## src/rtl/code_lock.sv

```systemverilog
// Serial combination lock: one code bit per strobe, attempt-based compare against a
// reprogrammable code register, with a timed lockout after repeated wrong attempts.
module code_lock #(
   parameter int                  CODE_LEN       = 3,
   parameter logic [CODE_LEN-1:0] CODE_DEFAULT   = 3'b010,
   parameter int                  MAX_FAILS      = 3,
   parameter int                  LOCKOUT_CYCLES = 16
) (
   input  logic                           clk,
   input  logic                           reset_n,
   input  logic                           d,
   input  logic                           d_valid,
   input  logic                           relock,
   input  logic                           prog_en,
   input  logic [CODE_LEN-1:0]            prog_code,
   output logic                           unlocked,
   output logic                           locked_out,
   output logic [$clog2(MAX_FAILS+1)-1:0] fail_cnt
);

   localparam int FW = $clog2(MAX_FAILS + 1);
   localparam int LW = $clog2(LOCKOUT_CYCLES + 1);
   localparam int BW = $clog2(CODE_LEN);

   typedef enum logic [1:0] {
      IDLE     = 2'd0,
      ENTRY    = 2'd1,
      UNLOCKED = 2'd2,
      LOCKOUT  = 2'd3
   } state_t;

   state_t              state;
   logic [CODE_LEN-2:0] sr;
   logic [BW-1:0]       bit_cnt;
   logic [CODE_LEN-1:0] code;
   logic [LW-1:0]       lock_cnt;

   logic                attempt_done;
   logic                attempt_ok;
   logic                last_fail;

   assign attempt_done = (bit_cnt == BW'(CODE_LEN - 1));
   assign attempt_ok   = ({sr, d} == code);
   assign last_fail    = (({1'b0, fail_cnt} + 1'b1) == (FW + 1)'(MAX_FAILS));

   // NOTE: all state and outputs update with non-blocking assignments so every
   // register samples pre-edge values, independent of statement order.
   always_ff @(posedge clk) begin
      if (!reset_n) begin
         state      <= IDLE;
         sr         <= '0;
         bit_cnt    <= '0;
         code       <= CODE_DEFAULT;
         lock_cnt   <= '0;
         unlocked   <= 1'b0;
         locked_out <= 1'b0;
         fail_cnt   <= '0;
      end else begin
         case (state)
            IDLE, ENTRY: begin
               if (relock) begin
                  state    <= IDLE;
                  sr       <= '0;
                  bit_cnt  <= '0;
                  fail_cnt <= '0;
               end else if (d_valid) begin
                  if (attempt_done) begin
                     sr      <= '0;
                     bit_cnt <= '0;
                     if (attempt_ok) begin
                        state    <= UNLOCKED;
                        unlocked <= 1'b1;
                        fail_cnt <= '0;
                     end else if (last_fail) begin
                        state      <= LOCKOUT;
                        locked_out <= 1'b1;
                        fail_cnt   <= FW'(MAX_FAILS);
                        lock_cnt   <= LW'(LOCKOUT_CYCLES);
                     end else begin
                        state    <= IDLE;
                        fail_cnt <= fail_cnt + 1'b1;
                     end
                  end else begin
                     // Truncation keeps the newest CODE_LEN-1 bits, also for CODE_LEN=2.
                     sr      <= (CODE_LEN - 1)'({sr, d});
                     bit_cnt <= bit_cnt + 1'b1;
                     state   <= ENTRY;
                  end
               end
            end

            UNLOCKED: begin
               if (relock) begin
                  state    <= IDLE;
                  unlocked <= 1'b0;
                  fail_cnt <= '0;
               end else if (prog_en) begin
                  code <= prog_code;
               end
            end

            LOCKOUT: begin
               if (lock_cnt == LW'(1)) begin
                  state      <= IDLE;
                  locked_out <= 1'b0;
                  fail_cnt   <= '0;
                  lock_cnt   <= '0;
               end else begin
                  lock_cnt <= lock_cnt - 1'b1;
               end
            end

            default: state <= IDLE;
         endcase
      end
   end

endmodule

```

## config.mk

```make
export PLATFORM = sky130hd
export DESIGN_NAME = code_lock
export DESIGN_NICKNAME = d
export VERILOG_FILES = /design/src/rtl/code_lock.sv
export SDC_FILE = /design/constraint.sdc
export NUM_CORES = 1
export LEC_CHECK = 0
export CORE_MARGIN = 2
export CORE_UTILIZATION = 56
export DETAILED_ROUTE_END_ITERATION = 7
export PLACE_DENSITY = 0.88
export SLEW_MARGIN = 20
export SYNTH_ARGS = -nofsm -noshare
export SYNTH_HDL_FRONTEND = slang
export SYNTH_SLANG_ARGS = --single-unit
```

## constraint.sdc

```tcl
create_clock -name clk -period 3.3 [get_ports clk]
set_clock_uncertainty 0.2 [all_clocks]
set_input_delay 0.495 -clock clk [delete_from_list [all_inputs] [get_ports clk]]
set_output_delay 0.495 -clock clk [all_outputs]
set_load 0.02 [all_outputs]
```

== After elaboration in Yosys (flattened, before gate mapping) ==
Index checks and enable logic that the tools add are counted.

* Bits in registers: 18
* Latch bits: 0
* Memory bits (writable): 0
* Memory bits (read-only): 0
* Input port bits: 9
* Output and inout bits: 4
* Logic and storage cells: 82
* Memories: 0

* Add/subtract/negate cells: 4
* Multiply operators: 0
* Div/mod/pow operators: 0
* Order comparisons: 0
* Equal/unequal tests: 17
* Shift-type cells: 0
* Muxes and demuxes: 40
* Bitwise logic cells: 1
* Reduce and logical (&&, ||, !) cells: 12

{| class="wikitable"
|+ Operators by type and width
! cell !! count
|-
| 2-to-1 mux 2 bit || 18
|-
| 2-to-1 mux 5 bit || 6
|-
| inequality test 2 bit (second input constant) || 8
|-
| one-hot mux 2 bit (3 select lines) || 2
|-
| AND reduction 6 bit || 2
|-
| 2-to-1 mux 1 bit || 11
|-
| one-hot mux 5 bit (2 select lines) || 1
|-
| AND reduction 7 bit || 1
|-
| == test 2 bit (second input constant) || 3
|-
| inequality test 3 bit (second input constant) || 2
|-
| AND reduction 3 bit || 2
|-
| nonzero test 2 bit || 3
|-
| == test 5 x 1 -> 1 bit (second input constant) || 1
|-
| subtractor 5 x 1 -> 5 bit (second input constant) || 1
|-
| adder 2 x 1 -> 2 bit (second input constant) || 2
|-
| one-hot mux 1 bit (2 select lines) || 2
|-
| AND reduction 4 bit || 1
|-
| adder 2 x 1 -> 3 bit (second input constant) || 1
|-
| == test 3 x 2 -> 1 bit (second input constant) || 1
|-
| == test 3 bit || 1
|-
| == test 2 x 1 -> 1 bit (second input constant) || 1
|-
| zero test 2 bit || 1
|-
| AND reduction 2 bit || 1
|-
| OR reduction 2 bit || 1
|-
| inverter 1 bit || 1
|}

== Logic depth before layout (Yosys ltp) ==
Gate-level depths: netlist (run 1).

* Word-level depth: 8
* Gate-level depth with buffers: 6
* Gate-level depth less buffers: 6

== Worst setup path before layout (run 1) ==
No wires, ideal clock.

* Path kind: register -> register
* Start point: register fail_cnt[0]
* End point: register fail_cnt[1]
* Library setup time: 74 ps
* Arrival: 1477 ps
* Required time: 3026 ps
* Path slack: 1549 ps
* Stages on the path, launching flop included: 6
* Path buffers: 0
* Clock period less this slack: 1751 ps
* Cell sequence: dfxtp_1 -> inv_1 -> ha_1 -> nand3b_1 -> or4b_1 -> o21ai_0

* Word-level cells in the longest chain between the ends: 8
* Elaborated cells between the ends (all ways): 9
* Those cells by class: add/sub (2); eq/ne (1); mux (6)

{| class="wikitable"
|+ RTL lines
! element !! line !! RTL
|-
| start, declared || 18 || <nowiki>output logic [$clog2(MAX_FAILS+1)-1:0] fail_cnt</nowiki>
|-
| start signal, assigned || 77 || <nowiki>fail_cnt <= FW'(MAX_FAILS);</nowiki>
|-
| start signal, assigned || 81 || <nowiki>fail_cnt <= fail_cnt + 1'b1;</nowiki>
|-
| adder 2 x 1 -> 3 bit || 44 || <nowiki>assign last_fail = (({1'b0, fail_cnt} + 1'b1) == (FW + 1)'(MAX_FAILS));</nowiki>
|-
| == test 3 x 2 -> 1 bit || 44 ||
|-
| 2-to-1 mux 2 bit (*) || 74 || <nowiki>end else if (last_fail) begin</nowiki>
|-
| 2-to-1 mux 2 bit (*) || 70 || <nowiki>if (attempt_ok) begin</nowiki>
|-
| 2-to-1 mux 2 bit (*) || 67 || <nowiki>if (attempt_done) begin</nowiki>
|-
| 2-to-1 mux 2 bit (*) || 66 || <nowiki>end else if (d_valid) begin</nowiki>
|-
| 2-to-1 mux 2 bit (*) || 61 || <nowiki>if (relock) begin</nowiki>
|-
| one-hot mux 2 bit (3 select lines) (*) || 59 || <nowiki>case (state)</nowiki>
|}

Mark *: on every way between the ends. The rest lies on a longest branch, timed or not. The select of a mux whose other input is x is not followed.
A chain may end at the register's enable or synchronous reset.

== Worst setup path in the final report (run 1) ==
* Start point: input port relock
* End point: register locked_out

* Word-level cells in the longest chain between the ends: 2

{| class="wikitable"
|+ RTL lines
! element !! line !! RTL
|-
| start, declared || 13 || <nowiki>input logic relock,</nowiki>
|-
| inequality test 2 bit (no source line) || -- ||
|-
| AND reduction 7 bit (no source line) || -- ||
|-
| end signal, assigned || 56 || <nowiki>locked_out <= 1'b0;</nowiki>
|-
| end signal, assigned || 76 || <nowiki>locked_out <= 1'b1;</nowiki>
|-
| end signal, assigned || 105 || <nowiki>locked_out <= 1'b0;</nowiki>
|-
| end, declared || 17 || <nowiki>output logic locked_out,</nowiki>
|}

No other way between the ends.

==> impl_metrics.csv, run 1 <==
group,metric,value,unit
critical_path,slowest_stage,"clkdlybuf4s50_1",
route,drc,0,
floorplanning,core,1540,um^2
global_routing,grt-ovfl-total,0,
sta,slew_headroom,70.4,%
critical_path,start_kind,"input pin",
floorplanning,die_height,45.2,um
sta,fmax,477,MHz
global_routing,grt_pass1_vias,740,
cts,holdBufCountCts,0,
min_path,hold_class,"flip-flop to flip-flop",
global_routing,track_usage,21.4,%
cts,cts_tree,"yes",
cts,numClockSinks,18,
finish,drive_above_1_share,12.2,%
sta,finalSetupViolCount,0,
synth,synth_top_area_share,37.8,%
finish,synthToLayoutAreaGrowth,17.5,%
synth,synth_seq_area_share,37.8,%
finish,nNetsFinal,128,
sta,min_period,2.10,ns
min_path,hp-start,"fail_cnt[0]",
cts,htreeDepth,1,
place,dp_slack,0.929,ns
route,ant_nets,0,
cts,cts.clk_slew.worst_paths,0.11,ns
synth,synth_edf_count,0,
floorplanning,pin_count,13,
synth,ys_warn_count,0,
synth,netlist_top_cells_count,"18 x dfxtp_1, 7 x inv_1, 7 x nand3_1, 7 x nor2b_1",
place,numPortBuffers,12,
critical_path,max_stage_delay,0.58,ns
synth,async_reset_ff_share,0,%
sta,rsz0062_at_grt,"false",
route,vias_per_cell,6.03,
synth,yosysMostFrequentCell,"dfxtp_1",
global_routing,grt_pass1_wl,3.19,mm
synth,synthFlopType,"dfxtp_1",
global_routing,grt_max_degree,22,
critical_path,rrSetupSlack,1.34,ns
critical_path,path_max_fanout,8,
sta,tightest_slew,0.444,ns
cts,postCtsResizedCells,0,
global_routing,antenna_found_initial,0,
floorplanning,rows,14,
cts,clockBufferDepth,2,
sta,hold_violations,0,
synth,synth_cells,102,
critical_path,reg2reg_from,"lock_cnt[0]",
place,gp_congestion,0.773,
route,drtIter0Drc,24,
cts,cts_buffers,3,
synth,synth_area_per_cell,9.33,um^2
sta,layout_setup_ws,1.20,ns
synth,synth_area_leaders,"dfxtp_1 38%, nor4b_4 5.0%, nor2b_1 4.6%, mux2i_1 4.2%, ha_1 3.9%",
synth,synth_area,952,um^2
synth,yosysTopAreaCell,"dfxtp_1",
power,power,405,uW
power,peakVddDrop,0.000308,V
critical_path,crit_path_end_kind,"flip-flop",
critical_path,cp.required,3.36,ns
synth,syn_nets,114,
cts,post_cts.repair.setup_buffers,0,
route,finalWirelength,1.84,mm
sta,fin_crit_sh,63.5,%
critical_path,crit_type,"input pin to flip-flop",
run,max_cap_violations,0,
cts,clk_latency,0.30,ns
route,routedWlPerCell,14.1,um
power,power_density,362,nW/um^2
critical_path,path_cells,"clkdlybuf4s50_1 > nor2_2 > nand3_1 > nor3b_2 > o221a_2",
route,vias,790,
synth,yosysUniqueCellTypes,34,
route,dr.pass1.iters,4,
outcome,status,"complete, no violations",
floorplanning,die_area,2050,um^2
finish,antenna_cells,0,
floorplanning,initial_core_util,61.8,%
cts,cts.root.buffer_cell,"clkbuf_4",
critical_path,cp.arrival,2.15,ns
sta,drv_slew,0,
floorplanning,die-width,45.2,um
power,power_leakage,0.000373,uW
synth,ys_seq_elements,18,
place,dpl.hpwl,1.32,mm
critical_path,startpoint,"relock",
sta,setup_tns,0,ns
[critical path, delay by kind of cell]
kind	cells	cell delay [ns]
and+or+nand+nor	3	0.80
buffers and inverters	1	0.58
AOI/OAI and AO/OA	1	0.26
[final cells by class]
class / count / area, um^2
sequential: 18 / 360
multi-input combinational: 73 / 548
tap: 16 / 20.0
inverter: 7 / 26.3
timing repair buffer: 13 / 128
fill: 110 / 423
clock buffer: 4 / 36.3
[placed cells by master, fill, tap and decap left out, types with 2 or more instances in the layout]
cell type	n
a21boi_0	2
a22oi_1	3
clkbuf_4	3
clkdlybuf4s50_1	12
dfxtp_1	18
ha_1	3
inv_1	7
mux2i_1	4
nand2_1	5
nand3_1	7
nand3b_1	2
nor2_1	3
nor2b_1	7
nor3_1	5
nor4b_4	2
o211ai_1	2
o21a_1	2
o21ai_0	4
o22ai_1	3
or4b_1	2
xnor2_1	4
[kinds of logic after synthesis]
logic type | Yosys count | share of synthesized area [%]
flip-flops | 18 | 37.8
XOR/XNOR | 4 | 3.68
AND/OR/NAND/NOR | 39 | 28.0
adder cells (fa/ha/maj) | 3 | 3.94
buffers and inverters | 11 | 4.60
AO/OA/AOI/OAI | 22 | 16.6
multiplexers | 5 | 5.39
[registers in the layout (all words and copies together) (netlist names)]
signal	count
sr	2
bit_cnt	2
state	2
locked_out	1
fail_cnt	2
unlocked	1
code	3
lock_cnt	5
[through the flow]
stage               cells  utilization, %  cell area (um^2)  hold WS (ns)
floorplan             102               -               952         0.263
global placement      127            70.2              1080         0.264
detailed placement    127            70.2              1080         0.274
CTS                   131            72.6              1120         0.289
global route          131            72.6              1120         0.328
finish                131            72.6              1120         0.282
[layer usage]
| layer | share of wire (%) | vias to the layer above | global-route usage [%] | routed length, um |
|---|---|---|---|---|
| met3 | 4.6 | 7 | 2.80 | 84 |
| met4 | 3.0 | 0 | 10.6 | 55 |
| met5 | 0 | - | 0 | 0 |
| li1 | - | 397 | - | - |
| met2 | 46 | 23 | 35.4 | 840 |
| met1 | 47 | 363 | 27.2 | 864 |
[power by group]
group / total [uW] / internal (uW) / leakage, uW / switching, uW
Sequential: 225 / 221 / 0.000146 / 4.14
Combinational: 39.4 / 21.0 / 0.000206 / 18.5
Clock: 141 / 67.4 / 0.0000210 / 73.5
Total: 405 / 309 / 0.000373 / 96.2
[worst paths after layout]
check / endpoint / depth (start not counted)
setup / recovery: locked_out / 5
hold / removal: fail_cnt[0] / 2
setup reg to reg: fail_cnt[1] / 5
hold reg to reg: fail_cnt[0] / 2
(Power assumes the default switching activity.)
==> inputs of run 2 (changes only) <==
- CORE_UTILIZATION: 56 -> 47
- PLACE_DENSITY: 0.88 -> 0.8
- clock period: 3.3 -> 1.75 ns (I/O delays scaled with it)
==> run 2 against run 1 <==
Against the previous run: the flow now finishes with violations (setup timing); wire length increased by 4.1%; global-route usage decreased by 4.2 points; register-to-register slack got worse by 1.4 ns; first-iteration DRC count decreased by 25%; cell count increased by 20%; via count increased by 7.8%; critical path depth increased by 1; final area increased by 17%; combinational power increased by 110%; critical endpoint is now fail_cnt[0].
==> impl_metrics.csv, run 2 (synthesized netlist as in run 1, its figures left out) <==
group,metric,value,unit
outcome,status,"finished with violations",
outcome,violations,"setup timing",
global_routing,grtUsageMet1,22.1,%
place,gp_congestion,0.778,
route,vias_per_cell,5.43,
sta,fin_crit_sh,103,%
route,finalWirelength,1.92,mm
sta,min_period,1.80,ns
critical_path,path_cells,"inv_2 > ha_4 > nor4b_4 > a211oi_2 > or4b_1 > o21ai_1",
power,peakVddDrop,0.000414,V
critical_path,path_max_fanout,4,
floorplanning,die-width,49.0,um
cts,cts_tree,"yes",
sta,finalSetupViolCount,3,
sta,slew_headroom,77.8,%
power,power_density,583,nW/um^2
cts,clockBufferDepth,2,
route,drtIter0Drc,18,
finish,antenna_cells,0,
floorplanning,pin_count,13,
cts,cts_buffers,3,
critical_path,cp.arrival,1.83,ns
global_routing,grt_pass1_wl,3.29,mm
cts,numClockSinks,18,
floorplanning,die_area,2400,um^2
global_routing,grt_max_degree,18,
run,max_cap_violations,0,
global_routing,track_usage,17.2,%
route,dr.pass1.iters,4,
critical_path,start_kind,"flip-flop",
global_routing,grt-ovfl-total,0,
sta,setup_tns,-0.116,ns
finish,fin_cells,157,
cts,holdBufCountCts,0,
critical_path,slowest_stage,"or4b_1",
finish,fillers,156,
place,numPortBuffers,12,
finish,layout_commonest_cell,"dfxtp_1",
place,dp_cells,150,
finish,nNetsFinal,143,
global_routing,met3_usage,3.07,%
global_routing,top_usage_layer,"met2",
sta,layout_setup_ws,-0.0530,ns
critical_path,max_stage_delay,0.53,ns
critical_path,path_buf_inv,1,
global_routing,grt_use_met2,28.8,%
critical_path,crit_type,"flip-flop to flip-flop",
cts,cts.clk_slew.worst_paths,0.11,ns
global_routing,grt_pass1_vias,798,
finish,drive_above_1_share,30.0,%
finish,top_register,"lock_cnt",
cts,clk_latency,0.29,ns
floorplanning,initial_core_util,49.0,%
cts,htreeDepth,1,
min_path,hold_class,"flip-flop to flip-flop",
finish,largest_register_ffs,5,
sta,fmax,555,MHz
sta,drv_slew,0,
critical_path,crit_path_end_kind,"flip-flop",
finish,mostFrequentLayoutCells,"15 x dfxtp_1, 14 x buf_4, 11 x clkdlybuf4s50_1, 7 x nor2b_1, 6 x nand3_1",
finish,top_regs,"lock_cnt (5), code (3)",
critical_path,cp.required,1.78,ns
route,drc,0,
floorplanning,die_height,49.0,um
power,power_leakage,0.000469,uW
route,ant_nets,0,
cts,cts.root.buffer_cell,"clkbuf_4",
route,routedWlPerCell,12.2,um
place,dpl.hpwl,1.43,mm
floorplanning,rows,16,
critical_path,critical-path-top-delay-family,"simple AND/OR/NAND/NOR gates",
sta,tightest_slew,0.330,ns
place,dp_slack,-0.219,ns
floorplanning,core,1940,um^2
sta,hold_violations,0,
sta,hold_slack,0.261,ns
sta,rsz0062_at_grt,"true",
finish,synthToLayoutAreaGrowth,37.8,%
global_routing,antenna_found_initial,0,
route,vias,852,
run 2: cell types whose count changed in the layout (fill, tap and decap cells not counted), sizes merged:
cell           before  now
buf                 1   16
clkdlybuf4s50      12   11
dlygate4sd2         0    1
run 2: worst paths after layout:
kind / start / to / slack, ns / depth (start not counted)
worst max-delay path: lock_cnt[1] / fail_cnt[0] / -0.05 / 6
worst min register to register: fail_cnt[0] / fail_cnt[0] / 0.26 / 2
worst min-delay path: fail_cnt[0] / fail_cnt[0] / 0.26 / 2
worst max register to register: lock_cnt[1] / fail_cnt[0] / -0.05 / 6
run 2: metrics by stage:
stage / power, uW / util, % / cell area [um^2]
after floorplan: 474 / - / 953
after global placement: 514 / 61.1 / 1190
after detailed placement: 516 / 61.1 / 1190
after CTS: 770 / 64.4 / 1250
after global routing: 796 / 67.6 / 1310
final: 765 / 67.6 / 1310
run 2: tightest hold or removal path, stage by stage, from the launching register on:
cell	delay, ns
dfxtp_2	0.34
nand2_1	0.05
o21ai_1	0.05
run 2: routing by layer:
metal,part of all wire (%),routed length (um)
met1,47,898
met5,0,0
met2,49,942
met4,1.2,23
met3,2.8,54
run 2: power by group:
group / switching, uW / internal [uW]
clock: 130 / 127
sequential: 7.62 / 417
combinational: 36.4 / 47.3
run 2: final cells by class:
type                       count  area [um^2]  area share, %
clock buffer                   4         36.3           2.76
inverter                       7         28.8           2.19
multi-input combinational     73          603           45.9
sequential                    18          364           27.7
tap                           27         33.8           2.57
timing repair buffer          28          246           18.8
run 2: repair_timing:
action,CTS,global route
endpoints found under the setup margin,9,8
pin swaps,5,3
buffers inserted,1,2
resized for setup,8,12
